[config.mk]
export PLATFORM = sky130hd
export DESIGN_NAME = pearson_decipher
export DESIGN_NICKNAME = d
export VERILOG_FILES = /design/src/rtl/pearson_decipher.sv
export SDC_FILE = /design/constraint.sdc
export NUM_CORES = 2
export LEC_CHECK = 0
export BUFFER_PORTS_ARGS = -buffer_cell sky130_fd_sc_hd__buf_2
export CAP_MARGIN = 20
export CORE_UTILIZATION = 42
export CTS_BUF_LIST = sky130_fd_sc_hd__clkbuf_16
export DETAILED_ROUTE_END_ITERATION = 16
export PLACE_DENSITY = 0.66
export SKIP_CTS_REPAIR_TIMING = 1
export SYNTH_ARGS = -nofsm -noshare
export SYNTH_HDL_FRONTEND = slang
export SYNTH_SLANG_ARGS = --single-unit
[constraint.sdc]
create_clock -name clk -period 3.6 [get_ports clk]
set_input_delay 0.18 -clock clk [delete_from_list [all_inputs] [get_ports clk]]
set_output_delay 0.18 -clock clk [all_outputs]
set_load 0.02 [all_outputs]
[src/rtl/pearson_decipher.sv]
// Inverse Pearson chain: rebuilds the inverse key table from forward-table writes
// and recovers plaintext as d(n) = Tinv[h(n)] ^ h(n-1).
module pearson_decipher (
    input  logic       clk,
    input  logic       reset,
    input  logic       write_enable,
    output logic       write_ready,
    input  logic [7:0] idx_in,
    input  logic [7:0] key_byte_in,
    input  logic       init_hash_enable,
    output logic       init_hash_ready,
    input  logic [7:0] seed_in,
    input  logic       decipher_enable,
    output logic       decipher_ready,
    input  logic [7:0] cipher_in,
    output logic [7:0] data_out,
    output logic       data_valid,
    output logic       key_error,
    output logic [8:0] loaded_count
);

    typedef enum logic [1:0] {
        S_LOAD  = 2'd0,
        S_READY = 2'd1,
        S_ERROR = 2'd2
    } state_t;

    state_t       r_state;
    logic [255:0] r_seen;
    logic [7:0]   r_inv [0:255];
    logic [8:0]   r_loaded_count;
    logic         r_key_error;
    logic [7:0]   r_h_prev;
    logic [7:0]   r_data_out;
    logic         r_data_valid;

    logic         w_write_acc;

    assign write_ready     = (r_state == S_LOAD);
    assign init_hash_ready = (r_state == S_READY);
    assign decipher_ready  = (r_state == S_READY);
    assign w_write_acc     = write_enable && (r_state == S_LOAD);

    assign data_out     = r_data_out;
    assign data_valid   = r_data_valid;
    assign key_error    = r_key_error;
    assign loaded_count = r_loaded_count;

    // Inverse table is deliberately unreset so it can map onto RAM.
    always_ff @(posedge clk) begin
        if (w_write_acc && !reset) begin
            r_inv[key_byte_in] <= idx_in;
        end
    end

    always_ff @(posedge clk) begin
        if (reset) begin
            r_state        <= S_LOAD;
            r_seen         <= '0;
            r_loaded_count <= 9'd0;
            r_key_error    <= 1'b0;
            r_h_prev       <= 8'd0;
            r_data_out     <= 8'd0;
            r_data_valid   <= 1'b0;
        end else begin
            r_data_valid <= 1'b0;
            case (r_state)
                S_LOAD: begin
                    if (write_enable) begin
                        if (r_seen[key_byte_in]) begin
                            r_key_error <= 1'b1;
                            r_state     <= S_ERROR;
                        end else begin
                            r_seen[key_byte_in] <= 1'b1;
                            r_loaded_count      <= r_loaded_count + 9'd1;
                            if (r_loaded_count == 9'd255) begin
                                r_state <= S_READY;
                            end
                        end
                    end
                end
                S_READY: begin
                    // A concurrent init takes precedence and swallows the decipher.
                    if (init_hash_enable) begin
                        r_h_prev <= seed_in;
                    end else if (decipher_enable) begin
                        r_data_out   <= r_inv[cipher_in] ^ r_h_prev;
                        r_h_prev     <= cipher_in;
                        r_data_valid <= 1'b1;
                    end
                end
                S_ERROR: begin
                end
                default: begin
                    r_state <= S_LOAD;
                end
            endcase
        end
    end

endmodule

After elaboration in Yosys (flattened, before gate mapping)

Memories as Yosys holds them, arrays and structs flattened.
Cells that the tools add are included.

Register bits after elaboration: 285
Bits in latches: 0
Memory bits (writable): 2048
Memory bits (read-only): 0
Output and inout port bits: 22
Logic and storage cells: 48
Memories: 1

Add/subtract/negate cells: 1
$mul: 0
Divide/modulo/power cells: 0
Order comparisons: 2
Equality and inequality tests: 5
Shift operators: 0
Multiplexer cells: 13
Bitwise gates (word level): 6
Reduce and logical (&&, ||, !) cells: 13

Memory list:

| memory | words | bits a word | rd ports | clocked after Yosys merged registers in | write ports | RTL line | text |
|---|---|---|---|---|---|---|---|
| r_inv  | 256   | 8           | 1        | 0                                       | 1           | 30       | `logic [7:0] r_inv [0:255];` |

Operator list:

| operator              | count |
|---|---|
| $or A256 B256 Y256    | 1 |
| $mux W8               | 2 |
| $reduce_and A3 Y1     | 4 |
| $add A9 B1 Y9 const B | 1 |
| $eq A9 B8 Y1 const B  | 1 |
| $lt A8 B9 Y1 const B  | 1 |
| $bmux W1 S8           | 1 |
| $demux W1 S8          | 1 |
| $ge A8 B1 Y1 const B  | 1 |
| $xor A8 B8 Y8         | 1 |
| $mux W2               | 3 |
| $mux W1               | 5 |
| $not A1 Y1            | 4 |
| $pmux W2 S2           | 1 |
| $logic_and A1 B1 Y1   | 3 |
| $ne A3 B1 Y1 const B  | 1 |
| $reduce_or A3 Y1      | 1 |
| $eq A2 B1 Y1 const B  | 1 |
| $eq A2 B2 Y1 const B  | 1 |
| $logic_not A2 Y1      | 1 |
| $ne A2 B2 Y1 const B  | 1 |
| $reduce_and A2 Y1     | 1 |
| $reduce_bool A2 Y1    | 1 |
| $reduce_or A2 Y1      | 1 |
| $logic_not A1 Y1      | 1 |

Logic depth before layout (Yosys ltp)

Depth after elaboration: 5
Mapped depth: 15

Worst setup path before layout

OpenSTA, ideal clock, no wires.

Path type: input to register
Start point: in key_byte_in[1]
End point: reg r_loaded_count[3] (netlist: loaded_count[3])
Arrival: 3.106 ns
Required time: 3.477 ns
Setup slack: 0.371 ns
Cell stages on the path: 13
Buffers on the path: 4
Cell sequence: buf_2 buf_1 mux4_2 mux4_2 mux2i_1 nor2_1 nor3_1 o21ai_0 a311oi_2 buf_4 buf_8 nand4_1 mux2_1

Cells in the longest elaborated chain, start to end: 4

RTL lines:

| element                       | RTL line | text |
|---|---|---|
| start, declared               | 9        | `input logic [7:0] key_byte_in,` |
| $bmux W1 S8                   | 70       | `if (r_seen[key_byte_in]) begin` |
| $mux W1 (implied by the code) | 70       |  |
| $not A1 Y1 (no line)          | --       |  |
| $reduce_and A3 Y1 (no line)   | --       |  |
| end signal, assigned          | 75       | `r_loaded_count <= r_loaded_count + 9'd1;` |
| end, declared                 | 31       | `logic [8:0] r_loaded_count;` |

No other way between the ends. The select of a mux whose other input is x is not followed.
A chain may end at the register's enable or synchronous reset.

Worst setup path in the final report

Start point: reg r_state[1]
End point: mem r_inv[116][3], enable pin

Cells in the longest elaborated chain, start to end: 5

RTL lines:

| element                       | RTL line | text |
|---|---|---|
| start, declared               | 28       | `state_t r_state;` |
| start signal, assigned        | 58       | `r_state <= S_LOAD;` |
| start signal, assigned        | 72       | `r_state <= S_ERROR;` |
| start signal, assigned        | 77       | `r_state <= S_READY;` |
| $logic_not A2 Y1              | 42       | `assign w_write_acc = write_enable && (r_state == S_LOAD);` |
| $logic_and A1 B1 Y1           | 42       |  |
| $logic_and A1 B1 Y1           | 51       | `if (w_write_acc && !reset) begin` |
| $mux W1                       | 51       |  |
| $mux W1 (implied by the code) | 52       | `r_inv[key_byte_in] <= idx_in;` |
| end, declared                 | 30       |  |

No other way between the ends.

==> results.md <==
- Net Sw Power: 0.0119 W
- Clock tree sinks: 2333
- Critical Path Fanout Max: 11
- # setup viols final: 0
- Layout area overhead: 16.4%
- DRC errors left: 0
- Placeable Area: 0.214 sq mm
- Synth Instances: 4930
- Maximum root-to-sink buffer count: 3
- CTS clock-pin slew for the worst setup and hold paths: 60 ps
- Starting Density: 0.422
- Die Ht: 466 um
- Post-DRT Antenna Nets: 0
- CP Launch Point: r_state[1]$_SDFFE_PP0P_
- Design area: 0.105 sq mm
- Total congestion overflow: 0
- Worst R2R Start: r_state[1]$_SDFFE_PP0P_
- Number of DRC markers in iteration 0: 5983
- Hold path startpoint: idx_in[5]
- Synth cell types: 68
- Via count: 49.3k
- RSZ-0062 raised after global routing: no
- Worst-margin pin slew: 1130 ps
- Crit path launch type: flop
- Post-synthesis sequential area ratio: 0.742
- Pwr dens: 525 mW/mm^2
- CP most frequent cell: nor2_1
- Data arrival time at the worst-slack endpoint: 3960 ps
- Worst Setup End Kind: flop
- PortBufs: 58
- Violated checks: negative hold slack
- Post-synth EDFFs: 2048
- Site Rows: 170
- Die width: 466 um
- CTS buffer count: 226
- Post-synth ARST share: 0
- Share of the synthesized area in the top cell type: 0.679
- Yosys warns: 0
- Setup CP Type: flop to flop
- Clock power share: 0.417
- Largest net degree at the start of global routing: 165
- Slowest stage delay, CP: 820 ps
- Final nets: 5500
- Ratio of cells with drive above 1 in the final layout: 0.259
- Synth Area per Inst: 18.4 sq um
- Gr usage total: 0.212
- Worst path bufs/invs: 1
- Fin crit period: 3460 ps
- Slowest stage cell, crit path: nor2_1
- Seq pwr share: 0.532
- Reg2reg end: r_inv[116][3]$_DFFE_PP_
- Root buf cell: clkbuf_16
- Ranking of synthesized cells by area: edfxtp_1, mux4_2, dfxtp_1
- Period utilisation layout: 0.962
- Final Hold Viols: 4
- Max cap viols: 0
- Worst EP required: 4090 ps
- Clock Skew: 91.2 ps
- Max VDD drop: 0.000529 V
- Cell family with most CP delay: simple AND/OR/NAND/NOR gates
- Syn Nets: 4971
- R2R cell count: 7
- Placed cell areas: 0.0979 sq mm
- First-pass GRT wire length: 338000 um
- CP cell instances: inv_1, ha_1, nand2_1, or2_2, nor2_1, nand2_2, nor2_1
- Internal reg-to-reg setup slack: 140 ps
- Critical path depth in cells: 7
- Top-count cell post-synth: edfxtp_1
- Largest area contributor in the synthesized netlist: edfxtp_1
- Final hold slack: -17.5 ps
- Net Sw Frac: 0.214
- Status: finished with violations
- CTS tree: done
- # IOs: 59
- Most used flip-flop cell after synthesis: edfxtp_1
- Routed WL: 232000 um
- Die Area: 0.218 sq mm
- Final Wtd Congestion: 0.875
- H-tree depth: 4
- Initial antenna violation count: 8
- Comb power frac: 0.052
- Synth Cell Area: 0.0906 sq mm
- Vias per cell: 5.81
- Dpl hpwl: 146000 um
- Synthesis-stage register bit count: 2333
- DR pass1 iterations: 6
- Post-synth top cells: edfxtp_1, mux4_2, nor2_1, dfxtp_1, o22ai_1
- Slew margin rel.: 0.242
- Vias in the first global route: 49.0k
- Hold WC Path Type: input port to flop
- Internal: 0.0435 W
- Worst Setup EP: r_inv[116][3]$_DFFE_PP_
- P_leak: 34.0 nW
- Setup TNS: 0 ps
- Slew Viols, Final: 0
- FMAX: 0.289 GHz
- Clk_lat worst skew: 880 ps
- Avg WL per Cell: 27.3 um
-- logic make-up (layout without fill, tap and decap cells) --
kind of cell,after synthesis,after routing,share of synthesized area
multiplexers,716,716,0.148
buffers and inverters,598,1317,0.0270
XOR/XNOR,9,9,0.000870
AO/OA/AOI/OAI,698,698,0.0535
other,0,3,0
flip-flops,2333,2333,0.742
AND/OR/NAND/NOR,572,572,0.0276
adder cells (fa/ha/maj),4,4,0.000553
-- per-layer routing --
layer  share of wire  wire, um  track usage
met5         0.00015        34            0
met1            0.42     97600        0.307
met3           0.089     20500       0.0396
met2            0.47    108000        0.328
met4           0.025      5780       0.0592
-- flip-flops by register name, summed over array words and instances, names as in the netlist --
name	cells
loaded_count	9
r_h_prev	8
data_out	8
data_valid	1
r_state	2
key_error	1
r_seen	256
r_inv	2048
-- layout by cell type (no fill, tap or decap), types with 70 or more instances in the layout --
cell,n
nor2_1,322
a21oi_1,70
nand2_1,84
mux4_2,501
clkbuf_16,229
edfxtp_1,2048
o22ai_1,282
buf_4,490
mux2i_1,209
a22oi_1,132
dfxtp_1,285
inv_1,317
-- power by group through the flow --
stage                     clock [W]  combinational [W]  sequential [W]
after floorplan                   0            0.00141          0.0300
after CTS                    0.0234            0.00283          0.0294
after global routing         0.0244            0.00300          0.0294
final                        0.0231            0.00286          0.0294
after global placement            0            0.00279          0.0300
after detailed placement          0            0.00283          0.0300
-- worst reg2reg max path: stages, from the launching register on --
cell and delay, ps:
dfxtp_1 290, inv_1 100, ha_1 240, nand2_1 190, or2_2 440, nor2_1 390, nand2_2 590, nor2_1 850
-- through the flow --
stage | total power [W] | std cells | util | worst slack [ps] | hold slack [ps]
finish | 0.0553 | 8490 | 0.492 | 137 | -17.5
floorplan | 0.0314 | 4930 | - | 371 | 279
CTS | 0.0556 | 8460 | 0.491 | 182 | -491
global route | 0.0568 | 8489 | 0.492 | 5.91 | 10.0
detailed placement | 0.0328 | 8042 | 0.457 | -278 | 458
global placement | 0.0328 | 8042 | 0.457 | -270 | 448
-- worst min path at each step --
| stage | cells after the start | end |
|---|---|---|
| 3_5_place_dp | 3 | data_valid$_SDFF_PP0_ |
| 6_report | 1 | r_inv[92][5]$_DFFE_PP_ |
| 4_1_cts | 3 | data_valid$_SDFF_PP0_ |
| 3_3_place_gp | 3 | data_valid$_SDFF_PP0_ |
| 5_1_grt | 4 | r_h_prev[1]$_SDFFE_PP0P_ |
| 2_1_floorplan | 0 | r_inv[0][0]$_DFFE_PP_ |
-- cell type report --
class	instances	area (sq um)
timing repair buffer	628	5450
antenna	3	7.51
inverter	271	1020
multi-input combinational	1999	21000
tap	2838	3550
sequential	2333	67200
clock inverter	189	1530
clock buffer	229	5730
fill	17315	109000
Power figures use the tool's default switching activity.
